## src/rtl/c17_bist_ctrl.sv

```systemverilog
// BIST controller for 5-input/2-output CUTs such as c17: an LFSR drives one pattern per cycle,
// a MISR compacts the responses, and the final signature is compared against a golden value.
module c17_bist_ctrl #(
    parameter int unsigned PAT_COUNT = 31,
    parameter logic [4:0]  SEED      = 5'b00001,
    parameter logic [7:0]  GOLDEN    = 8'h00
) (
    input  logic       clk,
    input  logic       rst,
    input  logic       start,
    input  logic [1:0] cut_out,
    output logic [4:0] cut_in,
    output logic       busy,
    output logic       done,
    output logic       pass,
    output logic [7:0] signature
);

    if (PAT_COUNT < 1 || PAT_COUNT > 255) begin : g_bad_pat_count
        $error("PAT_COUNT must be in 1..255");
    end

    // An all-zero seed would lock the LFSR, so it is promoted to 1.
    localparam logic [4:0] SeedEff = (SEED == 5'd0) ? 5'd1 : SEED;
    localparam logic [7:0] LastCnt = 8'(PAT_COUNT - 1);

    typedef enum logic [1:0] {
        StIdle,
        StRun,
        StCmp
    } state_t;

    state_t     state_q, state_d;
    logic [4:0] lfsr_q, lfsr_d;
    logic [7:0] misr_q, misr_d;
    logic [7:0] cnt_q, cnt_d;
    logic       done_q, done_d;
    logic       pass_q, pass_d;

    always_comb begin
        state_d = state_q;
        lfsr_d  = lfsr_q;
        misr_d  = misr_q;
        cnt_d   = cnt_q;
        pass_d  = pass_q;
        done_d  = 1'b0;
        unique case (state_q)
            StIdle: begin
                if (start) begin
                    state_d = StRun;
                    lfsr_d  = SeedEff;
                    misr_d  = 8'h00;
                    cnt_d   = 8'h00;
                    pass_d  = 1'b0;
                end
            end
            StRun: begin
                misr_d = {misr_q[6:0], misr_q[7] ^ misr_q[5] ^ misr_q[4] ^ misr_q[3]}
                         ^ {6'b0, cut_out};
                lfsr_d = {lfsr_q[3:0], lfsr_q[4] ^ lfsr_q[1]};
                cnt_d  = cnt_q + 8'd1;
                if (cnt_q == LastCnt) begin
                    state_d = StCmp;
                end
            end
            StCmp: begin
                state_d = StIdle;
                pass_d  = (misr_q == GOLDEN);
                done_d  = 1'b1;
            end
            default: state_d = StIdle;
        endcase
    end

    always_ff @(posedge clk or posedge rst) begin
        if (rst) begin
            state_q <= StIdle;
            lfsr_q  <= 5'd0;
            misr_q  <= 8'h00;
            cnt_q   <= 8'h00;
            done_q  <= 1'b0;
            pass_q  <= 1'b0;
        end else begin
            state_q <= state_d;
            lfsr_q  <= lfsr_d;
            misr_q  <= misr_d;
            cnt_q   <= cnt_d;
            done_q  <= done_d;
            pass_q  <= pass_d;
        end
    end

    assign cut_in    = (state_q == StIdle) ? 5'd0 : lfsr_q;
    assign busy      = (state_q != StIdle);
    assign done      = done_q;
    assign pass      = pass_q;
    assign signature = misr_q;

endmodule

```

## config.mk

```make
export PLATFORM = sky130hd
export DESIGN_NAME = c17_bist_ctrl
export DESIGN_NICKNAME = d
export VERILOG_FILES = /design/src/rtl/c17_bist_ctrl.sv
export SDC_FILE = /design/constraint.sdc
export NUM_CORES = 1
export LEC_CHECK = 0
export BUFFER_PORTS_ARGS = -buffer_cell sky130_fd_sc_hd__buf_2
export CAP_MARGIN = 20
export CORE_MARGIN = 4
export CORE_UTILIZATION = 57
export CTS_BUF_LIST = sky130_fd_sc_hd__clkbuf_8
export CTS_CLUSTER_SIZE = 12
export DETAILED_ROUTE_END_ITERATION = 7
export GPL_ROUTABILITY_DRIVEN = 0
export MAX_ROUTING_LAYER = met4
export PLACE_DENSITY = 0.81
export SKIP_LAST_GASP = 1
export SYNTH_ARGS = -nofsm -noshare
export SYNTH_HDL_FRONTEND = slang
export SYNTH_SLANG_ARGS = --single-unit
```

## constraint.sdc

```tcl
create_clock -name clk -period 1.55 [get_ports clk]
set_input_delay 0.31 -clock clk [delete_from_list [all_inputs] [get_ports clk]]
set_output_delay 0.31 -clock clk [all_outputs]
set_load 0.02 [all_outputs]
```

==> results of run 1 <==
[cells in the final DEF (no fill, tap or decap), types with 2 or more instances in the layout]
cell      count
dfrtp_1      25
o21ai_0       8
clkbuf_8      3
or3_1         2
nor4_1        3
nand2b_1      2
mux2i_1       2
o311ai_1      2
nand2_1      22
buf_4         7
ha_1          2
inv_1         7
a21oi_1       3
buf_2        20
nor2b_1       6
xnor2_1       4
nand3_1      17
[cell usage after synthesis (all sizes together), types with 3 or more instances]
library cell	count
inv	6
nand3	17
xnor2	4
nand2	22
o21ai	8
dfrtp	25
nor2b	6
nor4	3
buf	4
a21oi	3
[kinds of logic (layout without fill, tap and decap cells)]
group / after synthesis / count (layout) / synth area share, %
AOI/OAI and AO/OA: 16 / 16 / 8.26
xor gates and xnor gates: 5 / 5 / 4.81
adders and majority gates: 2 / 2 / 2.09
buffers and inverters: 11 / 37 / 4.39
DFF: 25 / 25 / 52.2
muxes: 3 / 3 / 2.61
and+or+nand+nor: 61 / 61 / 25.6
[power groups by stage]
stage	logic, mW	clock network [mW]	registers (mW)
after floorplan	0.824	0	1.37
after global placement	1.30	0	1.27
after detailed placement	1.32	0	1.28
after CTS	1.34	0.382	1.27
after global routing	1.50	0.404	1.33
final	1.33	0.371	1.28
[flip-flops by register name, indices dropped and copies added (netlist names)]
signal / cells
signature: 8
done: 1
pass: 1
lfsr_q: 5
state_q: 2
cnt_q: 8
[worst max-delay path: cells and delay by family, from the launching register on]
kind            cells  cell delay (ns)
buf+inv             1             0.21
compound gates      1             0.07
flops               1             0.48
simple gates        2             0.59
[what timing repair did]
action | CTS | global route
gates cloned | 0 | 0
endpoints found under the hold margin | 0 | 0
gates resized for setup | 1 | 3
endpoints found under the setup margin | 6 | 8
[layer usage]
layer  track usage, %  routed length, um
met3             3.32                105
met2             31.3               1120
met5                -                  0
met4             6.38                  9
met1             24.1               1070
[area by class of cell]
class	count	area, um^2	share of cell area [%]
Clock buffer	3	41.3	2.94
Clock inverter	1	3.75	0.267
Inverter	6	22.5	1.60
Multi-Input combinational cell	87	527	37.5
Sequential cell	25	626	44.5
Tap cell	27	33.8	2.40
Timing Repair Buffer	27	153	10.9
[metrics by stage]
step	std cells	power [mW]	setup TNS [ns]	hold WS, ns	worst slack [ns]
floorplan	123	2.19	0	0.337	0.223
global placement	172	2.56	0	0.370	0.166
detailed placement	172	2.61	0	0.380	0.129
CTS	176	2.99	0	0.0894	0.0443
global route	176	3.24	-0.0241	0.103	-0.0235
finish	176	2.97	0	0.0873	0.0804
[worst paths after layout]
kind                       startpoint            to  slack (ns)  cells after the start
setup / recovery           state_q[1]  signature[1]        0.08                      4
hold / removal                    rst     lfsr_q[3]        0.09                      3
setup reg to reg           state_q[1]  signature[1]        0.08                      4
hold reg to reg              cnt_q[7]      cnt_q[7]        0.49                      1
max in group asynchronous         rst  signature[0]        1.23                      3
min in group clk           cut_out[1]  signature[1]        0.33                      3
==> results_dict.tcl, run 1 <==
set metrics [dict create \
    fillCellCount 151 \
    fin_skew_ns 0.000860 \
    synth_flop_cell "dfrtp_1" \
    path_class "reg2reg" \
    die_x_um 53.8 \
    die_area_um2 2900 \
    synth_area_per_cell_um2 9.73 \
    syn2layout_area_growth_pct 17.5 \
    cts_setup_buffers 0 \
    tritoncts "done" \
    cts.sinks 25 \
    synthArstFlopShare_pct 100 \
    coreArea_um2 1980 \
    synth_sequential_area_ratio_pct 52.2 \
    yosysTopAreaCell "dfrtp_1" \
    switchingPower_mw 1.25 \
    io_buffer_count 20 \
    slew_violations 0 \
    grt_max_degree 26 \
    placementRows 16 \
    crit_chain "or3b_1 -> buf_4 -> nand3_1 -> o21ai_0" \
    worstMarginPinSlew_ns 0.387 \
    antenna_found_initial 0 \
    setup_viol_count_final 0 \
    slew_headroom_pct 73.9 \
    path_max_fanout 8 \
    swShare_pct 42.1 \
    clockBufferDepth 2 \
    synth_nets 130 \
    fin_util_pct 71.0 \
    dr.pass1.iters 4 \
    ant_nets 0 \
    ios 21 \
    yosysWarnings 0 \
    synth_seq_cells 25 \
    cts_buffers 3 \
    powerDensity_nw_per_um2 2120 \
    first_global_vias 927 \
    start_util_pct 60.4 \
    clockPowerShare_pct 12.5 \
    irDropWorstVdd_mv 1.42 \
    drive_gt1_share_pct 21.5 \
    fmax_mhz 680 \
    timing.max_cap.violations 0 \
    wl_per_cell_um 13.1 \
    grt_pass1_wl_mm 3.91 \
    p_int_mw 1.72 \
    grt_overflow 0 \
    pwr-share-seq_pct 42.9 \
    grt_setup_unrepaired "yes" \
    p_comb_share_pct 44.6 \
    max_stage_delay_ns 0.52 \
    drt_iter0_drc 19 \
    drcViolationCount 0 \
    synth_edf_count 0 \
    required_ns 1.70 \
    wl_mm 2.30 \
    power_leakage_nw 0.675 \
    stdcell_area_um2 1410 \
    clk_latency_ns 0.26 \
    cts_hold_buf 0 \
    status "finished, final reports clean" \
    fin_nets 157 \
    h-tree-depth 1 \
    slowest_stage "or3b_1" \
    synthTopCellsByArea "dfrtp_1 52%, nand3_1 7.1%, nand2_1 6.9%" \
    syn_inst 123 \
    synth_cell_types 30 \
    dp_hpwl_mm 1.66 \
    viasPerCell 5.56 \
    netlist_area_um2 1200 \
    num_antenna_cells 0 \
    hold_violations 0 \
    worstPathArrival_ns 1.62 \
    placed_cell_area_um2 1350 \
    chipHeight_um 53.8 \
    fin_crit_ns 1.47 \
    end_kind "flip-flop" \
    cts_root_buf "clkbuf_8" \
    hp-class "in2async" \
    start_kind "flip-flop" \
    post-route-period-util_pct 94.8 \
    via_count 978 \
    synth_top_cell_area_share_pct 52.2 \
    clk_pin_slew_ns 0.08 \
    grtUsageTotal_pct 19.2 \
]
Note: power is estimated with default switching activity, not from simulation.
==> run 2, diff against run 1 <==
Settings changed: PLACE_DENSITY 0.81 to 0.86.
==> results_dict.tcl, run 2 (synthesis gave the netlist of run 1 again) <==
set metrics [dict create \
    crit_chain "nor2_4 -> nor2b_1 -> buf_2" \
    drive_gt1_share_pct 21.6 \
    wl_mm 2.47 \
    ios 21 \
    finalNonFillerCells 175 \
    cts.sinks 25 \
    hold_violations 0 \
    worstMarginPinSlew_ns 0.453 \
    grt_overflow 0 \
    timing.max_cap.violations 0 \
    setup_viol_count_final 0 \
    status "finished, final reports clean" \
    reg2reg_from "state_q[1]" \
    hold_ws_ns 0.0809 \
    drt_iter0_drc 25 \
    hp-class "in2async" \
    fin_nets 156 \
    finalSetupTns_ns 0 \
    die_area_um2 2900 \
    grt_pass1_wl_mm 4.32 \
    first_global_vias 1014 \
    worstRegToRegCells 3 \
    chipHeight_um 53.8 \
    start_kind "flip-flop" \
    syn2layout_area_growth_pct 17.6 \
    fmax_mhz 667 \
    grt_max_degree 26 \
    grtUsageTotal_pct 21.6 \
    h-tree-depth 1 \
    cts_hold_buf 0 \
    irDropWorstVdd_mv 1.48 \
    wl_per_cell_um 14.1 \
    slew_violations 0 \
    slew_headroom_pct 69.5 \
    dr.pass1.iters 4 \
    cts_root_buf "clkbuf_8" \
    placementRows 16 \
    max_stage_delay_ns 0.48 \
    slowest_stage "dfrtp_1" \
    clk_latency_ns 0.27 \
    path_class "reg2out" \
    powerDensity_nw_per_um2 2140 \
    end_kind "output pin" \
    dp_hpwl_mm 1.73 \
    timing.rr.end "cnt_q[6]" \
    ant_nets 0 \
    cts_buffers 3 \
    fin_crit_ns 1.50 \
    fin_skew_ns 0.00139 \
    start_util_pct 60.4 \
    rrSetupSlack_ns 0.08 \
    die_x_um 53.8 \
    coreArea_um2 1980 \
    clockBufferDepth 2 \
    drcViolationCount 0 \
    antenna_found_initial 0 \
    tritoncts "done" \
    path_max_fanout 8 \
    num_antenna_cells 0 \
    via_count 992 \
    final_cell_mix "25 x dfrtp_1, 22 x nand2_1, 19 x buf_2" \
    layout_commonest_cell "dfrtp_1" \
    dp.cells 171 \
    power_leakage_nw 0.675 \
    fin_util_pct 71.0 \
    viasPerCell 5.67 \
    post-route-period-util_pct 96.8 \
    clk_pin_slew_ns 0.08 \
    required_ns 1.24 \
    worstPathArrival_ns 1.19 \
    io_buffer_count 20 \
]
## run 2: cell types whose count changed in the layout (fill, tap and decap cells not counted)
cell	change
buf_2	-1
buf_4	-1
buf_6	+1
o311ai_0	+1
o311ai_1	-1
or3b_1	-1
or3b_4	+1
## run 2: power breakdown
group	leakage (nW)	switching, mW	total (mW)	internal, mW
Sequential	0.299	0.322	1.28	0.960
Combinational	0.350	0.766	1.36	0.592
Clock	0.0269	0.197	0.375	0.177
Total	0.675	1.29	3.01	1.73
## run 2: what timing repair did
| action | in CTS | in global routing |
|---|---|---|
| pin swaps | 0 | 1 |
| setup buffers | 0 | 0 |
| gates resized for setup | 2 | 4 |
| setup endpoints to repair | 6 | 8 |
## run 2: final cells by class
cell class	instances	area, um^2
clock buffers	3	41.3
fillers	143	574
flip-flops and latches	25	626
repair buffers	26	151
well taps	27	33.8
clock inverters	1	3.75
multi-input cells	87	529
inverters	6	22.5
## run 2: through the flow
| step | setup slack [ns] | instance area [um^2] | total power, mW |
|---|---|---|---|
| final | 0.0504 | 1410 | 3.01 |
| after CTS | 0.0236 | 1400 | 3.01 |
| after global routing | -0.00548 | 1410 | 3.26 |
| after detailed placement | 0.121 | 1350 | 2.61 |
| after floorplan | 0.223 | 1200 | 2.19 |
| after global placement | 0.165 | 1350 | 2.56 |
## run 2: worst max path at each step
stage | from | end | slack (ns) | cells past startpoint
finish | state_q[1] | cut_in[1] | 0.05 | 3
detailed placement | state_q[0] | cut_in[1] | 0.12 | 4
floorplan | cnt_q[0] | cnt_q[4] | 0.22 | 4
global placement | state_q[1] | signature[0] | 0.16 | 4
global route | state_q[0] | cut_in[2] | -0.005 | 4
CTS | state_q[0] | cut_in[1] | 0.02 | 4
## run 2: routing by layer
layer	vias to the layer above	share of wire, %	GRT usage [%]
met3	4	4.9	3.60
met4	0	1.3	11.1
met5	-	0	-
li1	474	-	-
met1	491	41	24.7
met2	23	52	36.1
## run 2: worst max-delay path: cells and delay by family, from the launching register on
family	cells	cell delay [ns]
AND/OR/NAND/NOR	2	0.28
flip-flops	1	0.48
buffers and inverters	1	0.16
==> run 3, diff against run 2 <==
--- a/config.mk
+++ b/config.mk
@@ -16,4 +16,5 @@
 export MAX_ROUTING_LAYER = met4
 export PLACE_DENSITY = 0.86
+export RECOVER_POWER = 25
 export SKIP_LAST_GASP = 1
 export SYNTH_ARGS = -nofsm -noshare
==> constraint.sdc (replaced) <==
create_clock -name clk -period 1.45 [get_ports clk]
set_input_delay 0 -clock clk [delete_from_list [all_inputs] [get_ports clk]]
set_output_delay 0 -clock clk [all_outputs]
set_load 0.02 [all_outputs]
==> results_dict.tcl, run 3 (synthesis gave the netlist of run 1 again) <==
set metrics [dict create \
    irDropWorstVdd_mv 1.49 \
    grt_max_degree 26 \
    powerDensity_nw_per_um2 2260 \
    grt_setup_unrepaired "yes" \
    placed_cell_area_um2 1380 \
    via_count 1050 \
    end_kind "flip-flop" \
    antenna_found_initial 0 \
    drive_gt1_share_pct 26.8 \
    die_x_um 53.8 \
    viasPerCell 5.71 \
    dr.pass1.iters 4 \
    hold_violations 0 \
    fin_crit_ns 1.44 \
    placementRows 16 \
    io_buffer_count 20 \
    chipHeight_um 53.8 \
    crit_start "state_q[1]" \
    p_comb_share_pct 47.0 \
    tritoncts "done" \
    grt_overflow 0 \
    required_ns 1.65 \
    h-tree-depth 1 \
    start_util_pct 60.4 \
    worstRegToRegCells 5 \
    slew_headroom_pct 60.1 \
    reg2reg_from "state_q[1]" \
    fin_skew_ns 0.00428 \
    p_int_mw 1.91 \
    path_class "reg2reg" \
    timing.rr.end "cnt_q[5]" \
    wl_mm 2.76 \
    coreArea_um2 1980 \
    path_max_fanout 5 \
    pwr-share-seq_pct 41.2 \
    grtUsageTotal_pct 23.2 \
    syn2layout_area_growth_pct 23.5 \
    worstPathArrival_ns 1.64 \
    timing.max_cap.violations 0 \
    first_global_vias 991 \
    cp-endpoint "cnt_q[5]" \
    drcViolationCount 0 \
    preCtsSetupSlack_ns 0.00771 \
    clockBufferDepth 2 \
    power_leakage_nw 0.718 \
    die_area_um2 2900 \
    power_mw 3.34 \
    clockPowerShare_pct 11.9 \
    layout_commonest_cell "dfrtp_1" \
    grt_pass1_wl_mm 4.70 \
    swShare_pct 42.9 \
    hp-class "in2reg" \
    cts_root_buf "clkbuf_8" \
    fin_nets 165 \
    clk_pin_slew_ns 0.08 \
    post-route-period-util_pct 99.4 \
    fmax_mhz 694 \
    clk_latency_ns 0.26 \
    ant_nets 0 \
    num_antenna_cells 0 \
    cts.sinks 25 \
    ios 21 \
    wl_per_cell_um 15.0 \
    rrSetupSlack_ns 0.008 \
    status "finished, final reports clean" \
    slew_violations 0 \
    stdcell_area_um2 1480 \
    switchingPower_mw 1.43 \
    dp_hpwl_mm 1.97 \
    worstMarginPinSlew_ns 0.598 \
    setup_ws_ns 0.00810 \
    final_cell_mix "25 x dfrtp_1, 22 x nand2_1, 20 x buf_2" \
    start_kind "flip-flop" \
    drt_iter0_drc 34 \
    setup_viol_count_final 0 \
    cts_buffers 3 \
]
-- run 3: what timing repair did --
item,4_1_cts,5_1_grt
gates resized for setup,3,4
hold buffers,1,0
gates cloned,0,0
pin swaps,2,3
endpoints found under the hold margin,25,0
endpoints found under the setup margin,3,13
buffers inserted,1,3
-- run 3: area by class of cell --
cell class | count | area, um^2
well taps | 27 | 33.8
multi-input cells | 87 | 536
clock inverters | 1 | 3.75
fillers | 141 | 503
inverters | 6 | 22.5
clock buffers | 3 | 41.3
flip-flops and latches | 25 | 626
repair buffers | 35 | 216
-- run 3: power groups by stage --
stage               combinational (mW)  clock, mW  sequential (mW)
floorplan                        0.881          0             1.46
global placement                  1.43          0             1.34
detailed placement                1.50          0             1.37
CTS                               1.52      0.405             1.37
global route                      1.73      0.429             1.43
finish                            1.57      0.396             1.37
-- run 3: metrics by stage --
step	instances	util, %	setup TNS [ns]	hold WS (ns)
final	184	74.6	0	0.0315
after detailed placement	175	69.4	0	0.0633
after floorplan	123	-	0	0.0273
after global placement	175	69.4	0	0.0524
after global routing	184	74.6	-0.112	0.0391
after CTS	181	73.2	0	0.0344
-- run 3: how the worst min path moves through the flow --
| stage | end | depth (start not counted) | start |
|---|---|---|---|
| after global routing | signature[1] | 3 | cut_out[1] |
| after detailed placement | signature[5] | 3 | rst |
| after floorplan | cnt_q[0] | 1 | rst |
| after global placement | signature[5] | 3 | rst |
| final | signature[1] | 3 | cut_out[1] |
| after CTS | signature[1] | 3 | cut_out[1] |
-- run 3: worst max-delay path, cell delays in order, from the launching register on --
cell and delay [ns]:
dfrtp_1 0.41, buf_6 0.13, nand4b_1 0.18, buf_4 0.17, or3_4 0.33, a21oi_2 0.15
-- run 3: routing by layer --
| layer | vias to the layer above | share of wire [%] | GRT usage [%] |
|---|---|---|---|
| li1 | 495 | - | - |
| met1 | 518 | 41 | 28.1 |
| met2 | 32 | 53 | 40.3 |
| met3 | 5 | 4.5 | 3.05 |
| met4 | 0 | 1.2 | 6.81 |
| met5 | - | 0 | - |
